$ cat config.mk
export PLATFORM = sky130hd
export DESIGN_NAME = tt_um_nasser_hadi_tdec
export DESIGN_NICKNAME = d
export VERILOG_FILES = /design/src/rtl/tdec_pkg.sv /design/src/rtl/tdec_sync.sv /design/src/rtl/tt_um_nasser_hadi_tdec.sv
export SDC_FILE = /design/constraint.sdc
export NUM_CORES = 1
export LEC_CHECK = 0
export ABC_AREA = 1
export CAP_MARGIN = 30
export CORE_MARGIN = 2
export CORE_UTILIZATION = 30
export DETAILED_ROUTE_END_ITERATION = 16
export PLACE_DENSITY = 0.54
export SETUP_SLACK_MARGIN = 0.15
export SLEW_MARGIN = 20
export SYNTH_ARGS = -nofsm -noshare
export SYNTH_HDL_FRONTEND = slang
export SYNTH_HIERARCHICAL = 1
export SYNTH_SLANG_ARGS = --single-unit
$ cat constraint.sdc
create_clock -name clk -period 1.2 [get_ports clk]
set_input_delay 0.36 -clock clk [delete_from_list [all_inputs] [get_ports clk]]
set_output_delay 0.36 -clock clk [all_outputs]
set_load 0.02 [all_outputs]
$ cat src/rtl/tdec_pkg.sv
// -----------------------------------------------------------------------------
// tdec_pkg
// Shared constants and helpers for the toggle-stream decoder.
//
// Configuration macro: TDEC_PARITY_EN
//   undefined : 8-sample frames, all samples are data.
//   defined   : 9-sample frames, 9th recovered bit is even parity over the
//               8 data bits and is not stored in the byte.
// -----------------------------------------------------------------------------
package tdec_pkg;

  localparam int DATA_BITS = 8;

`ifdef TDEC_PARITY_EN
  localparam int FRAME_BITS = 9;
`else
  localparam int FRAME_BITS = 8;
`endif

  localparam logic [7:0] UIO_OE_VAL = 8'h0F;

  // ui_in pin assignments
  localparam int Q_IDX   = 0;
  localparam int STB_IDX = 1;
  localparam int ACK_IDX = 2;
  localparam int CLR_IDX = 3;
  localparam int N_SYNC  = 4;

  // Insert one recovered bit into the assembly register. With lsb_first the
  // register shifts right so the first bit ends up in bit 0 after 8 inserts;
  // otherwise it shifts left so the first bit ends up in bit 7.
  function automatic logic [7:0] shift_in(input logic [7:0] sr,
                                          input logic       bit_in,
                                          input logic       lsb_first);
    if (lsb_first) begin
      return {bit_in, sr[7:1]};
    end
    return {sr[6:0], bit_in};
  endfunction

endpackage

$ cat src/rtl/tdec_sync.sv
// -----------------------------------------------------------------------------
// tdec_sync
// Multi-flop input synchronizer with a rising-edge pulse.
//
// Parameters:
//   STAGES : synchronizer depth, legal range 2..3.
// Ports:
//   clk    in  system clock
//   rst_n  in  asynchronous active-low reset
//   d      in  asynchronous input pin
//   level  out synchronized level (STAGES clocks after the pin)
//   rise   out one-cycle pulse on a 0->1 transition of level
// -----------------------------------------------------------------------------
module tdec_sync #(
  parameter int STAGES = 2
) (
  input  logic clk,
  input  logic rst_n,
  input  logic d,
  output logic level,
  output logic rise
);

  logic [STAGES-1:0] sync_reg;
  logic              level_d_reg;

  always_ff @(posedge clk or negedge rst_n) begin
    if (!rst_n) begin
      sync_reg    <= '0;
      level_d_reg <= 1'b0;
    end else begin
      sync_reg    <= {sync_reg[STAGES-2:0], d};
      level_d_reg <= sync_reg[STAGES-1];
    end
  end

  assign level = sync_reg[STAGES-1];
  // Combinational pulse: consumed on the clock after the level first rises,
  // i.e. STAGES+1 clocks after the pin edge.
  assign rise  = sync_reg[STAGES-1] & ~level_d_reg;

endmodule

$ cat src/rtl/tt_um_nasser_hadi_tdec.sv
// -----------------------------------------------------------------------------
// tt_um_nasser_hadi_tdec
// Toggle-stream decoder: receive end of a T flip-flop link. Samples the Q line
// on a strobe, recovers T = Q xor Q_prev, packs recovered bits into a byte and
// presents it with a valid/ack handshake.
//
// Configuration macro: TDEC_PARITY_EN (9-sample frames with even parity check).
//
// Parameters:
//   SYNC_STAGES : flops per input synchronizer (2..3)
//   LSB_FIRST   : 1 = first recovered bit -> byte bit 0, 0 = -> byte bit 7
// Ports:
//   clk      in  system clock
//   rst_n    in  asynchronous active-low reset (released synchronously inside)
//   ena      in  design selected; when low all state is held
//   ui_in    in  [0] q_in, [1] strobe, [2] ack, [3] clear, [7:4] unused
//   uo_out   out last completed byte
//   uio_in   in  unused
//   uio_out  out [0] byte_valid, [1] overflow, [2] t_last, [3] parity_err
//   uio_oe   out constant 8'h0F
// -----------------------------------------------------------------------------
module tt_um_nasser_hadi_tdec
  import tdec_pkg::*;
#(
  parameter int SYNC_STAGES = 2,
  parameter int LSB_FIRST   = 1
) (
  input  logic       clk,
  input  logic       rst_n,
  input  logic       ena,
  input  logic [7:0] ui_in,
  output logic [7:0] uo_out,
  input  logic [7:0] uio_in,
  output logic [7:0] uio_out,
  output logic [7:0] uio_oe
);

  // ---------------------------------------------------------------------------
  // Reset: asserts asynchronously, releases on a clock edge.
  // ---------------------------------------------------------------------------
  logic [1:0] rst_pipe_reg;
  logic       rst_core_n;

  always_ff @(posedge clk or negedge rst_n) begin
    if (!rst_n) begin
      rst_pipe_reg <= 2'b00;
    end else begin
      rst_pipe_reg <= {rst_pipe_reg[0], 1'b1};
    end
  end

  assign rst_core_n = rst_pipe_reg[1];

  // ---------------------------------------------------------------------------
  // Input synchronizers for ui_in[3:0]
  // ---------------------------------------------------------------------------
  logic [N_SYNC-1:0] sync_level;
  logic [N_SYNC-1:0] sync_rise;

  genvar gi;
  generate
    for (gi = 0; gi < N_SYNC; gi++) begin : g_sync
      tdec_sync #(
        .STAGES (SYNC_STAGES)
      ) u_sync (
        .clk   (clk),
        .rst_n (rst_core_n),
        .d     (ui_in[gi]),
        .level (sync_level[gi]),
        .rise  (sync_rise[gi])
      );
    end
  endgenerate

  logic q_s;
  logic stb_p;
  logic ack_p;
  logic clr_p;

  assign q_s   = sync_level[Q_IDX];
  assign stb_p = sync_rise[STB_IDX];
  assign ack_p = sync_rise[ACK_IDX];
  assign clr_p = sync_rise[CLR_IDX];

  // ---------------------------------------------------------------------------
  // Decoder state
  // ---------------------------------------------------------------------------
  logic [7:0] shift_reg,      shift_next;
  logic [3:0] bit_cnt_reg,    bit_cnt_next;
  logic       q_ref_reg,      q_ref_next;
  logic       t_last_reg,     t_last_next;
  logic       byte_valid_reg, byte_valid_next;
  logic       overflow_reg,   overflow_next;
  logic [7:0] byte_out_reg,   byte_out_next;
  logic       parity_err_reg, parity_err_next;

  logic       t_bit;
  logic [7:0] shift_ins;
  logic [7:0] frame_byte;
  logic       frame_parity_err;
  logic       frame_done;

  assign t_bit      = q_s ^ q_ref_reg;
  assign shift_ins  = shift_in(shift_reg, t_bit, LSB_FIRST != 0);
  assign frame_done = stb_p && (bit_cnt_reg == 4'(FRAME_BITS - 1));

`ifdef TDEC_PARITY_EN
  // The completing sample is the parity bit: the byte is already assembled,
  // and even parity holds when the parity bit equals the XOR of the data.
  assign frame_byte       = shift_reg;
  assign frame_parity_err = t_bit ^ (^shift_reg);
`else
  // The completing sample is the last data bit.
  assign frame_byte       = shift_ins;
  assign frame_parity_err = 1'b0;
`endif

  always_comb begin
    shift_next      = shift_reg;
    bit_cnt_next    = bit_cnt_reg;
    q_ref_next      = q_ref_reg;
    t_last_next     = t_last_reg;
    byte_valid_next = byte_valid_reg;
    overflow_next   = overflow_reg;
    byte_out_next   = byte_out_reg;
    parity_err_next = parity_err_reg;

    if (ena) begin
      if (clr_p) begin
        // Clear overrides a coincident strobe or ack; q_ref tracks the
        // current line level so the next sample decodes relative to it.
        shift_next      = '0;
        bit_cnt_next    = '0;
        byte_valid_next = 1'b0;
        overflow_next   = 1'b0;
        t_last_next     = 1'b0;
        parity_err_next = 1'b0;
        q_ref_next      = q_s;
      end else begin
        if (stb_p) begin
          q_ref_next   = q_s;
          t_last_next  = t_bit;
          bit_cnt_next = bit_cnt_reg + 4'd1;
          if (bit_cnt_reg < 4'(DATA_BITS)) begin
            shift_next = shift_ins;
          end
        end

        if (frame_done) begin
          bit_cnt_next = '0;
          shift_next   = '0;
          // A coincident ack frees the output register for the new byte.
          if (!byte_valid_reg || ack_p) begin
            byte_out_next   = frame_byte;
            byte_valid_next = 1'b1;
            parity_err_next = frame_parity_err;
          end else begin
            overflow_next = 1'b1;
          end
        end else if (ack_p) begin
          byte_valid_next = 1'b0;
          parity_err_next = 1'b0;
        end
      end
    end
  end

  always_ff @(posedge clk or negedge rst_core_n) begin
    if (!rst_core_n) begin
      shift_reg      <= '0;
      bit_cnt_reg    <= '0;
      q_ref_reg      <= 1'b0;
      t_last_reg     <= 1'b0;
      byte_valid_reg <= 1'b0;
      overflow_reg   <= 1'b0;
      byte_out_reg   <= '0;
      parity_err_reg <= 1'b0;
    end else begin
      shift_reg      <= shift_next;
      bit_cnt_reg    <= bit_cnt_next;
      q_ref_reg      <= q_ref_next;
      t_last_reg     <= t_last_next;
      byte_valid_reg <= byte_valid_next;
      overflow_reg   <= overflow_next;
      byte_out_reg   <= byte_out_next;
      parity_err_reg <= parity_err_next;
    end
  end

  // ---------------------------------------------------------------------------
  // Outputs
  // ---------------------------------------------------------------------------
  assign uo_out  = byte_out_reg;
  assign uio_out = {4'b0000, parity_err_reg, t_last_reg, overflow_reg, byte_valid_reg};
  assign uio_oe  = UIO_OE_VAL;

  // Inputs and sync outputs with no function in this design.
  logic unused_ok;
  assign unused_ok = &{1'b0, uio_in, ui_in[7:4], sync_rise[Q_IDX],
                       sync_level[CLR_IDX:STB_IDX], 1'b0};

endmodule

[Word-level counts from Yosys, hierarchy flattened]
Cells that the tools add are included.
W data, S select, Z words.
Word-level totals
  logic and storage cells: 64
  register bits: 38
Cells by class
  reduce and logical (&&, ||, !) cells: 14
  order comparisons: 1
  multiplexer cells: 21
  add/subtract/negate cells: 1
  bitwise gates (word level): 8
  eq/ne operators: 3
Operators by type and width (number)
  $mux W8: 4
  $mux W1: 14
  $mux W4: 3
  $reduce_and A3 Y1: 3
  $reduce_bool A3 Y1: 3
  $add A4 B1 Y4 const B: 1
  $eq A4 B3 Y1 const B: 1
  $lt A4 B4 Y1 const B: 1
  $not A1 Y1: 4
  $reduce_and A2 Y1: 2
  $reduce_and A4 Y1: 1
  $reduce_bool A2 Y1: 2
  $and A1 B1 Y1: 3
  $ne A3 B2 Y1 const B: 1
  $ne A2 B2 Y1 const B: 1
  $logic_and A1 B1 Y1: 1
  $logic_not A1 Y1: 1
  $logic_or A1 B1 Y1: 1
  $xor A1 B1 Y1: 1

[Logic depth before layout (Yosys ltp)]
Gate-level depths: netlist (run 1).
  word-level depth: 6
  depth in mapped cells: 9
  mapped depth without buffers: 9

[Cells and area by module]
The synthesis (run 1) kept the hierarchy.
By module, submodules not included
  tt_um_nasser_hadi_tdec: area each 1278.7 µm², instances 1, cells each 148
  tdec_sync: area each 85.1 µm², instances 4, cells each 5

[Least setup slack after synthesis (run 1)]
Ideal clock, no wire load.
  path type: reg2reg
  start: reg bit_cnt_reg[0]
  end: reg byte_out_reg[7], in the netlist uo_out[7]
  setup time: 118 ps
  setup slack: -62 ps
  cell stages (with the launch flop): 8
  required time: 1082 ps
  data arrival time: 1144 ps
  path through: dfrtp_1 ha_1 nand2_1 nor2_4 nand3_4 buf_6 nand2_1 nand2_1
On the way
  longest elaborated chain between the ends: 3
RTL lines
  start: declaration: line tt_um_nasser_hadi_tdec.sv:89  | logic [3:0] bit_cnt_reg, bit_cnt_next;
  start signal: assignment: line tt_um_nasser_hadi_tdec.sv:180  | bit_cnt_reg <= bit_cnt_next;
  $eq A4 B3 Y1: line tt_um_nasser_hadi_tdec.sv:105  | assign frame_done = stb_p && (bit_cnt_reg == 4'(FRAME_BITS - 1));
  $logic_and A1 B1 Y1: line tt_um_nasser_hadi_tdec.sv:105
  $reduce_and A4 Y1 (no line)
  end signal: assignment: line tt_um_nasser_hadi_tdec.sv:185  | byte_out_reg <= byte_out_next;
  end: declaration: line tt_um_nasser_hadi_tdec.sv:94  | logic [7:0] byte_out_reg, byte_out_next;
Every way passes these cells.
A chain may end at the register's enable or synchronous reset.

[Worst setup path in the final report (run 1)]
  start: reg g_sync[1].u_sync.sync_reg[1]
  end: reg bit_cnt_reg[3]
On the way
  longest elaborated chain between the ends: 4
  elaborated cells on any way between the ends: 6
  those cells by class: mux (2); bitwise (1); reduce/logical (3)
RTL lines
  start: declaration: line tdec_sync.sv:24  | logic [STAGES-1:0] sync_reg;
  start signal: assignment: line tdec_sync.sv:32  | sync_reg <= {sync_reg[STAGES-2:0], d};
  $and A1 B1 Y1 *: line tdec_sync.sv:40  | assign rise = sync_reg[STAGES-1] & ~level_d_reg;
  net stb_p: line tt_um_nasser_hadi_tdec.sv:76  | logic stb_p;
  $logic_and A1 B1 Y1: line tt_um_nasser_hadi_tdec.sv:105
  $reduce_bool A3 Y1 (no line) / $mux W4 (equally long branches)
  $reduce_and A2 Y1 (no line) / $mux W4 (equally long branches)
Mark *: on every way through the listed nets, which the timed path passes. The rest lies on a longest branch.

==> results_dict.tcl, run 1 <==
set metrics [dict create \
    outcome "finished, violations left" \
    failed_checks "setup timing" \
    firstDrtPassIters 3 \
    setup_tns_ns -1.66 \
    finalPower_mw 3.32 \
    critPathMaxStageDelay_ns 0.36 \
    gp_congestion 0.762 \
    fin_ws_ns -0.110 \
    wl_met1_um 1380 \
    clockBufferDepth 2 \
    dieArea_um2 5880 \
    power.leakage_nw 1.13 \
    fp-row-count 26 \
    fp.dieH_um 76.7 \
    viasPerCell 4.01 \
    antenna_found_initial 0 \
    fin_crit_sh_pct 109 \
    fillers 475 \
    core-area_um2 5110 \
    drt_wl_total_um 3090 \
    timing.critical_path.buf_inv 4 \
    dpl.cell_count 268 \
    start_util_pct 31.0 \
    fin_nets 240 \
    hold_path_class "flop to asynchronous set/reset pin" \
    grt_setup_unrepaired "yes" \
    grt_pass1_wl_um 5090 \
    cts_hold_buf 0 \
    path_max_fanout 2 \
    die_x_um 76.7 \
    cp.arrival_ns 1.49 \
    finalSetupViolCount 23 \
    cts_buffers 5 \
    area_growth_pct 46.4 \
    cts.sinks 36 \
    grt.overflow.total 0 \
    peakVddDrop_mv 0.586 \
    crit_start "g_sync[1].u_sync/sync_reg[1]" \
    yosysWarnings 6 \
    drcViolationCount 0 \
    synthesis.area_um2 1580 \
    crit_top_cell "nand2_1" \
    drv_cap 0 \
    insertion_delay_ns 0.29 \
    cts_tree "done" \
    cp_top_family "simple AND/OR/NAND/NOR gates" \
    ctsRootBufferMaster "clkbuf_8" \
    holdWs_ns 0.157 \
    fmax_ghz 0.764 \
    pre_cts_slack_ns -0.443 \
    cp-end-kind "flop" \
    wire_per_inst_um 10.6 \
    grt_usage_pct 11.0 \
    slew_viol_final 0 \
    syn_inst 165 \
    period_needed_ns 1.31 \
    crit_slowest_cell "dfrtp_1" \
    vias 1168 \
    top_layer "met4" \
    dp_hpwl_um 1860 \
    diodes 0 \
    grt_pass1_vias 1086 \
    final_layout_size_suffix_gt1_share_pct 49.8 \
    worstSetupPathType "flop to flop" \
    met3_length_um 104 \
    final_cells 291 \
    start_kind "flop" \
    htree_levels 2 \
    grt_max_degree 23 \
    path_clk_slew_ns 0.08 \
    r2r_start "g_sync[1].u_sync/sync_reg[1]" \
    finClkSkew_ns 0.00529 \
    met2_wirelength_um 1520 \
    hold_viol_final 0 \
    crit_chain "inv_1 > nor2_2 > buf_4 > buf_6 > inv_2 > nor2_1 > nand2_1 > nand2_2 > nand2_1 > nand2_1 > nor2_1" \
    power_density_nw_per_um2 1430 \
    drt_iter0_drc 60 \
    critPathRequiredTime_ns 1.38 \
    ios 43 \
    avgSynthCellArea_um2 9.60 \
    drtAntennaViolNets 0 \
    port_buffers 17 \
]
layer usage:
metal / global-route usage [%] / vias up
met4: 5.64 / 0
met2: 16.6 / 26
met1: 14.4 / 543
met3: 3.29 / 8
met5: 0 / -
li1: - / 591
worst paths after layout:
kind                                                     end  slack, ns  cells past startpoint
worst min register to register  g_sync[3].u_sync/level_d_reg       0.16                      0
worst max register to register                bit_cnt_reg[3]      -0.11                     11
max in group asynchronous                       shift_reg[5]       0.62                      1
worst max-delay path                          bit_cnt_reg[3]      -0.11                     11
worst min-delay path            g_sync[3].u_sync/level_d_reg       0.16                      0
min in group clk                g_sync[3].u_sync/sync_reg[1]       0.35                      0
stage by stage:
step	area [µm²]	util, %
after floorplan	1650	-
after global placement	1940	38.0
after detailed placement	1940	38.0
after CTS	2160	42.2
after global routing	2320	45.4
final	2320	45.4
cell type report:
class / instances / area [µm²] / share of cell area, %
sequential: 36 / 902 / 38.9
inverter: 21 / 81.3 / 3.51
tap: 70 / 87.6 / 3.78
clock buffer: 6 / 82.6 / 3.56
multi-input combinational: 104 / 669 / 28.9
clock inverter: 2 / 15.0 / 0.648
timing repair buffer: 52 / 480 / 20.7
where the power goes:
group,internal (mW),leakage [nW],switching [mW]
clock,0.465,0.0434,0.454
combinational,0.438,0.629,0.455
sequential,1.37,0.460,0.142
total,2.27,1.13,1.05
placed cells by master (no fill, tap or decap), types with 2 or more instances in the layout:
master / instances
clkdlybuf4s50_1: 5
nor2_4: 4
nor2_2: 2
nand3_1: 4
nand2_1: 28
nand2_2: 18
o21ai_2: 9
conb_1: 14
inv_2: 6
nand3_4: 2
clkbuf_8: 6
inv_1: 14
dfrtp_1: 35
nand2_4: 2
clkinvlp_4: 2
nand3_2: 7
nor2_1: 6
buf_4: 28
buf_6: 17
timing repair:
item	in CTS	in global routing
hold endpoints to repair	0	0
setup endpoints to repair	34	34
gates cloned	1	0
buffers inserted	7	7
pin swaps	9	13
gates resized for setup	78	30
Power figures use the tool's default switching activity.
==> inputs of run 2 (changes only) <==
ABC_AREA = not set   (was 1)
==> run 2 against run 1 <==
Against the previous run:
- utilization up 1.7 points
- combinational power rose by 13%
- first-iteration DRC count up 18%
- clock skew shrank 0.0017 ns
- critical path depth decreased by 7
- the run still ends with setup timing left
- flip-flop and latch count unchanged
==> results_dict.tcl, run 2 <==
set metrics [dict create \
    outcome "finished, violations left" \
    failed_checks "setup timing" \
    cts_buffers 5 \
    drv_cap 0 \
    path_max_fanout 8 \
    ctsRootBufferMaster "clkbuf_8" \
    power_density_nw_per_um2 1460 \
    viasPerCell 4.30 \
    drt_wl_total_um 3270 \
    yosysWarnings 6 \
    critPathRequiredTime_ns 1.37 \
    htree_levels 2 \
    dp_hpwl_um 1900 \
    area_growth_pct 49.2 \
    setup_tns_ns -4.79 \
    grt_max_degree 19 \
    cp.arrival_ns 1.65 \
    fin_nets 202 \
    peakVddDrop_mv 0.541 \
    cp-end-kind "flop" \
    multi_input_area_um2 659 \
    start_util_pct 31.6 \
    antenna_found_initial 0 \
    core-area_um2 4820 \
    ios 43 \
    cts.sinks 36 \
    vias 1074 \
    grt_usage_pct 12.0 \
    fillers 440 \
    final_layout_size_suffix_gt1_share_pct 50.8 \
    fin_crit_sh_pct 123 \
    fp-row-count 25 \
    drcViolationCount 0 \
    placed_area_um2 1830 \
    fp.dieH_um 75.2 \
    path_clk_slew_ns 0.07 \
    die_x_um 75.2 \
    start_kind "flop" \
    grt_pass1_vias 1057 \
    diodes 0 \
    insertion_delay_ns 0.29 \
    slew_viol_final 0 \
    clockBufferDepth 2 \
    wire_per_inst_um 13.1 \
    finalSetupViolCount 24 \
    syn_inst 130 \
    drt_iter0_drc 71 \
    final_common_cell "dfrtp_1" \
    gp_congestion 0.749 \
    hold_path_class "flop to asynchronous set/reset pin" \
    fin_ws_ns -0.275 \
    avgSynthCellArea_um2 11.7 \
    power.leakage_nw 1.08 \
    regArea_um2 902 \
    firstDrtPassIters 4 \
    finClkSkew_ns 0.00364 \
    worstSetupPathType "flop to flop" \
    port_buffers 17 \
    hold_viol_final 0 \
    cts_tree "done" \
    drtAntennaViolNets 0 \
    dieArea_um2 5660 \
    grt.overflow.total 0 \
    grt_pass1_wl_um 4930 \
    finalPower_mw 3.32 \
    final_cell_mix "35 x dfrtp_1, 25 x buf_4, 20 x buf_6" \
    fmax_ghz 0.678 \
    synthesis.area_um2 1520 \
    grt_setup_unrepaired "yes" \
    period_needed_ns 1.47 \
    final_area_um2 2270 \
]
-- run 2: through the flow --
stage	setup WS [ns]	cells	util [%]	hold WS, ns
4_1_cts	-0.280	242	43.1	0.217
3_3_place_gp	-0.582	222	38.1	0.222
5_1_grt	-0.330	250	47.1	0.217
6_report	-0.275	250	47.1	0.223
3_5_place_dp	-0.619	222	38.1	0.227
2_1_floorplan	-0.209	142	-	0.0644
-- run 2: per-layer routing --
metal | vias up | routed length [µm] | global-route usage, %
met3 | 10 | 196 | 4.28
met1 | 521 | 1340 | 15.3
li1 | 509 | - | -
met2 | 34 | 1660 | 18.2
met5 | - | 0 | 0
met4 | 0 | 82 | 5.85
-- run 2: layout make-up --
| cell class | count | share of cell area (%) |
|---|---|---|
| Sequential cell | 36 | 39.7 |
| Multi-Input combinational cell | 79 | 29.1 |
| Timing Repair Buffer | 53 | 22.8 |
| Tap cell | 67 | 3.69 |
| Clock buffer | 7 | 3.36 |
| Inverter | 7 | 1.16 |
| Clock inverter | 1 | 0.221 |
-- run 2: final timing paths --
path	from	to	slack, ns	cells after the start
worst max-delay path	g_sync[3].u_sync/sync_reg[1]	uo_out[6]	-0.27	4
worst min-delay path	rst_pipe_reg[1]	g_sync[2].u_sync/level_d_reg	0.22	1
min in group clk	g_sync[3].u_sync/sync_reg[0]	g_sync[3].u_sync/sync_reg[1]	0.35	0
worst max register to register	g_sync[3].u_sync/sync_reg[1]	uo_out[6]	-0.27	4
worst min register to register	rst_pipe_reg[1]	g_sync[2].u_sync/level_d_reg	0.22	1
max in group asynchronous	rst_pipe_reg[1]	q_ref_reg	0.78	1
-- run 2: worst max-delay path: stages (launching register included) --
cell and delay, ns:
dfrtp_1 0.38, nor2b_4 0.14, nor4_4 0.34, o21ai_4 0.17, mux2_4 0.32
-- run 2: what timing repair did --
item                       CTS  global route
gates resized for setup     83            28
buffers inserted            11             7
hold buffers                 0             0
pin swaps                    9            20
setup endpoints to repair   34            34
gates cloned                 1             1
-- run 2: report_power, final --
part / total [mW] / internal [mW] / switching, mW
clock: 0.812 / 0.407 / 0.405
sequential: 1.49 / 1.37 / 0.128
combinational: 1.01 / 0.534 / 0.478
==> inputs of run 3 (changes only) <==
CORE_UTILIZATION = 51   (was 30)
HOLD_SLACK_MARGIN = 0.05   (was not set)
PLACE_DENSITY = 0.84   (was 0.54)
clock period = 1.8 ns   (was 1.2 ns; I/O delays follow)
==> run 3 against run 2 <==
Against the previous run:
- the run ends with DRC left
- clock power down 42%
- count of clock-buffer cells in the layout is the same
- first-iteration DRC count shrank 58%
- clock skew is 0.0029 ns higher
- routed wire length decreased by 21%
- utilization up 17 points
- register-to-register slack improved by 0.53 ns
- via count down 9.8%
- critical path depth decreased by 3
- non-clock buffer count is 24 lower
- combinational power is 60% lower
- largest cell class unchanged
- largest power group unchanged
==> results_dict.tcl, run 3 (synthesized netlist as in run 2, its figures left out) <==
set metrics [dict create \
    clockBufferDepth 2 \
    die_x_um 58.6 \
    insertion_delay_ns 0.33 \
    rr_worst_depth 4 \
    fin_ws_ns 0.202 \
    finalSetupViolCount 0 \
    ios 43 \
    grt_max_degree 35 \
    grt_pass1_wl_um 4400 \
    firstDrtPassIters 10 \
    finClkSkew_ns 0.00655 \
    worstSetupPathType "flop to output port" \
    antenna_found_initial 0 \
    fillers 214 \
    power.leakage_nw 0.910 \
    critPathRequiredTime_ns 1.26 \
    drt_iter0_drc 30 \
    fp-row-count 19 \
    rrSetupSlack_ns 0.26 \
    fin_crit_sh_pct 88.8 \
    cts_tree "done" \
    start_util_pct 54.2 \
    pre_cts_slack_ns -0.249 \
    path_max_fanout 2 \
    dp_hpwl_um 1650 \
    outcome "finished, violations left" \
    crit_start "uo_out[3]" \
    final_common_cell "dfrtp_1" \
    hold_viol_final 0 \
    drcViolationCount 4 \
    r2r_start "g_sync[3].u_sync/sync_reg[1]" \
    cp.arrival_ns 1.06 \
    path_depth 1 \
    viasPerCell 5.13 \
    final_layout_size_suffix_gt1_share_pct 23.4 \
    fmax_ghz 0.626 \
    crit_chain "dlygate4sd2_1" \
    wire_per_inst_um 13.8 \
    cp-end-kind "output port" \
    final_cell_mix "36 x dfrtp_1, 17 x nand2_1, 14 x conb_1" \
    r2r_end "uo_out[3]" \
    cp-endpoint "uo_out[3]" \
    finalPower_mw 1.86 \
    gp_congestion 0.713 \
    diodes 0 \
    cts_buffers 5 \
    grt.overflow.total 0 \
    start_kind "flop" \
    cp_top_family "flip-flops" \
    htree_levels 2 \
    peakVddDrop_mv 0.751 \
    failed_checks "DRC" \
    critPathMaxStageDelay_ns 0.40 \
    drtAntennaViolNets 0 \
    core-area_um2 2810 \
    area_growth_pct 18.9 \
    hold_path_class "flop to asynchronous set/reset pin" \
    port_buffers 17 \
    path_clk_slew_ns 0.10 \
    slew_viol_final 0 \
    ctsRootBufferMaster "clkbuf_4" \
    power_density_nw_per_um2 1030 \
    drv_cap 0 \
    cts.sinks 36 \
    grt_setup_unrepaired "no" \
    crit_slowest_cell "dfrtp_1" \
    fin_nets 178 \
    grt_pass1_vias 947 \
    grt_usage_pct 17.9 \
    timing.critical_path.buf_inv 1 \
    period_needed_ns 1.60 \
    drt_wl_total_um 2600 \
    fp.dieH_um 58.6 \
    vias 969 \
    dieArea_um2 3440 \
]
==> run 3: cell count changes in the layout (fill, tap and decap cells not counted), sizes merged <==
cell	previous run	this run
dlygate4sd2	1	10
buf	46	12
clkdlybuf4s15	0	1
clkinv	1	0
==> run 3: per-layer routing <==
layer | share of wire, % | global-route usage [%]
met1 | 40 | 21.0
met5 | 0 | 0
met4 | 1.8 | 6.82
met3 | 6.2 | 6.81
met2 | 52 | 30.2
==> run 3: metrics by stage <==
| step | setup TNS, ns | area, µm² | utilization, % | hold WS, ns | std cells |
|---|---|---|---|---|---|
| CTS | 0 | 1810 | 64.5 | 0.280 | 189 |
| detailed placement | -2.76 | 1670 | 59.5 | 0.274 | 174 |
| global placement | -2.32 | 1670 | 59.5 | 0.268 | 174 |
| global route | 0 | 1810 | 64.5 | 0.325 | 189 |
| floorplan | 0 | 1570 | - | 0.244 | 142 |
| finish | 0 | 1810 | 64.5 | 0.263 | 189 |
==> run 3: worst min path at each step <==
stage                          from              end  slack [ns]  depth (start not counted)
floorplan                     rst_n  rst_pipe_reg[0]        0.24                          0
global placement    rst_pipe_reg[1]        uo_out[6]        0.27                          1
detailed placement  rst_pipe_reg[1]        uo_out[6]        0.27                          1
CTS                 rst_pipe_reg[1]     shift_reg[5]        0.28                          1
global route        rst_pipe_reg[1]     shift_reg[7]        0.32                          1
finish              rst_pipe_reg[1]     shift_reg[4]        0.26                          1
==> run 3: area by class of cell <==
type	instances	area, µm²	area share [%]
flip-flops and latches	36	901	49.8
clock buffers	7	65.1	3.60
repair buffers	29	243	13.4
well taps	31	38.8	2.14
multi-input cells	79	536	29.6
inverters	7	26.3	1.45
==> run 3: power breakdown <==
group          leakage (nW)  switching [mW]  internal [mW]
clock network        0.0374           0.250          0.221
registers             0.455          0.0795          0.909
logic                 0.418           0.222          0.182
total                 0.910           0.551           1.31
==> run 3: timing repair <==
action	in CTS	in global routing
pin swaps	3	1
gates resized for setup	17	4
setup endpoints to repair	19	18
setup buffers	8	0
hold buffers	0	0
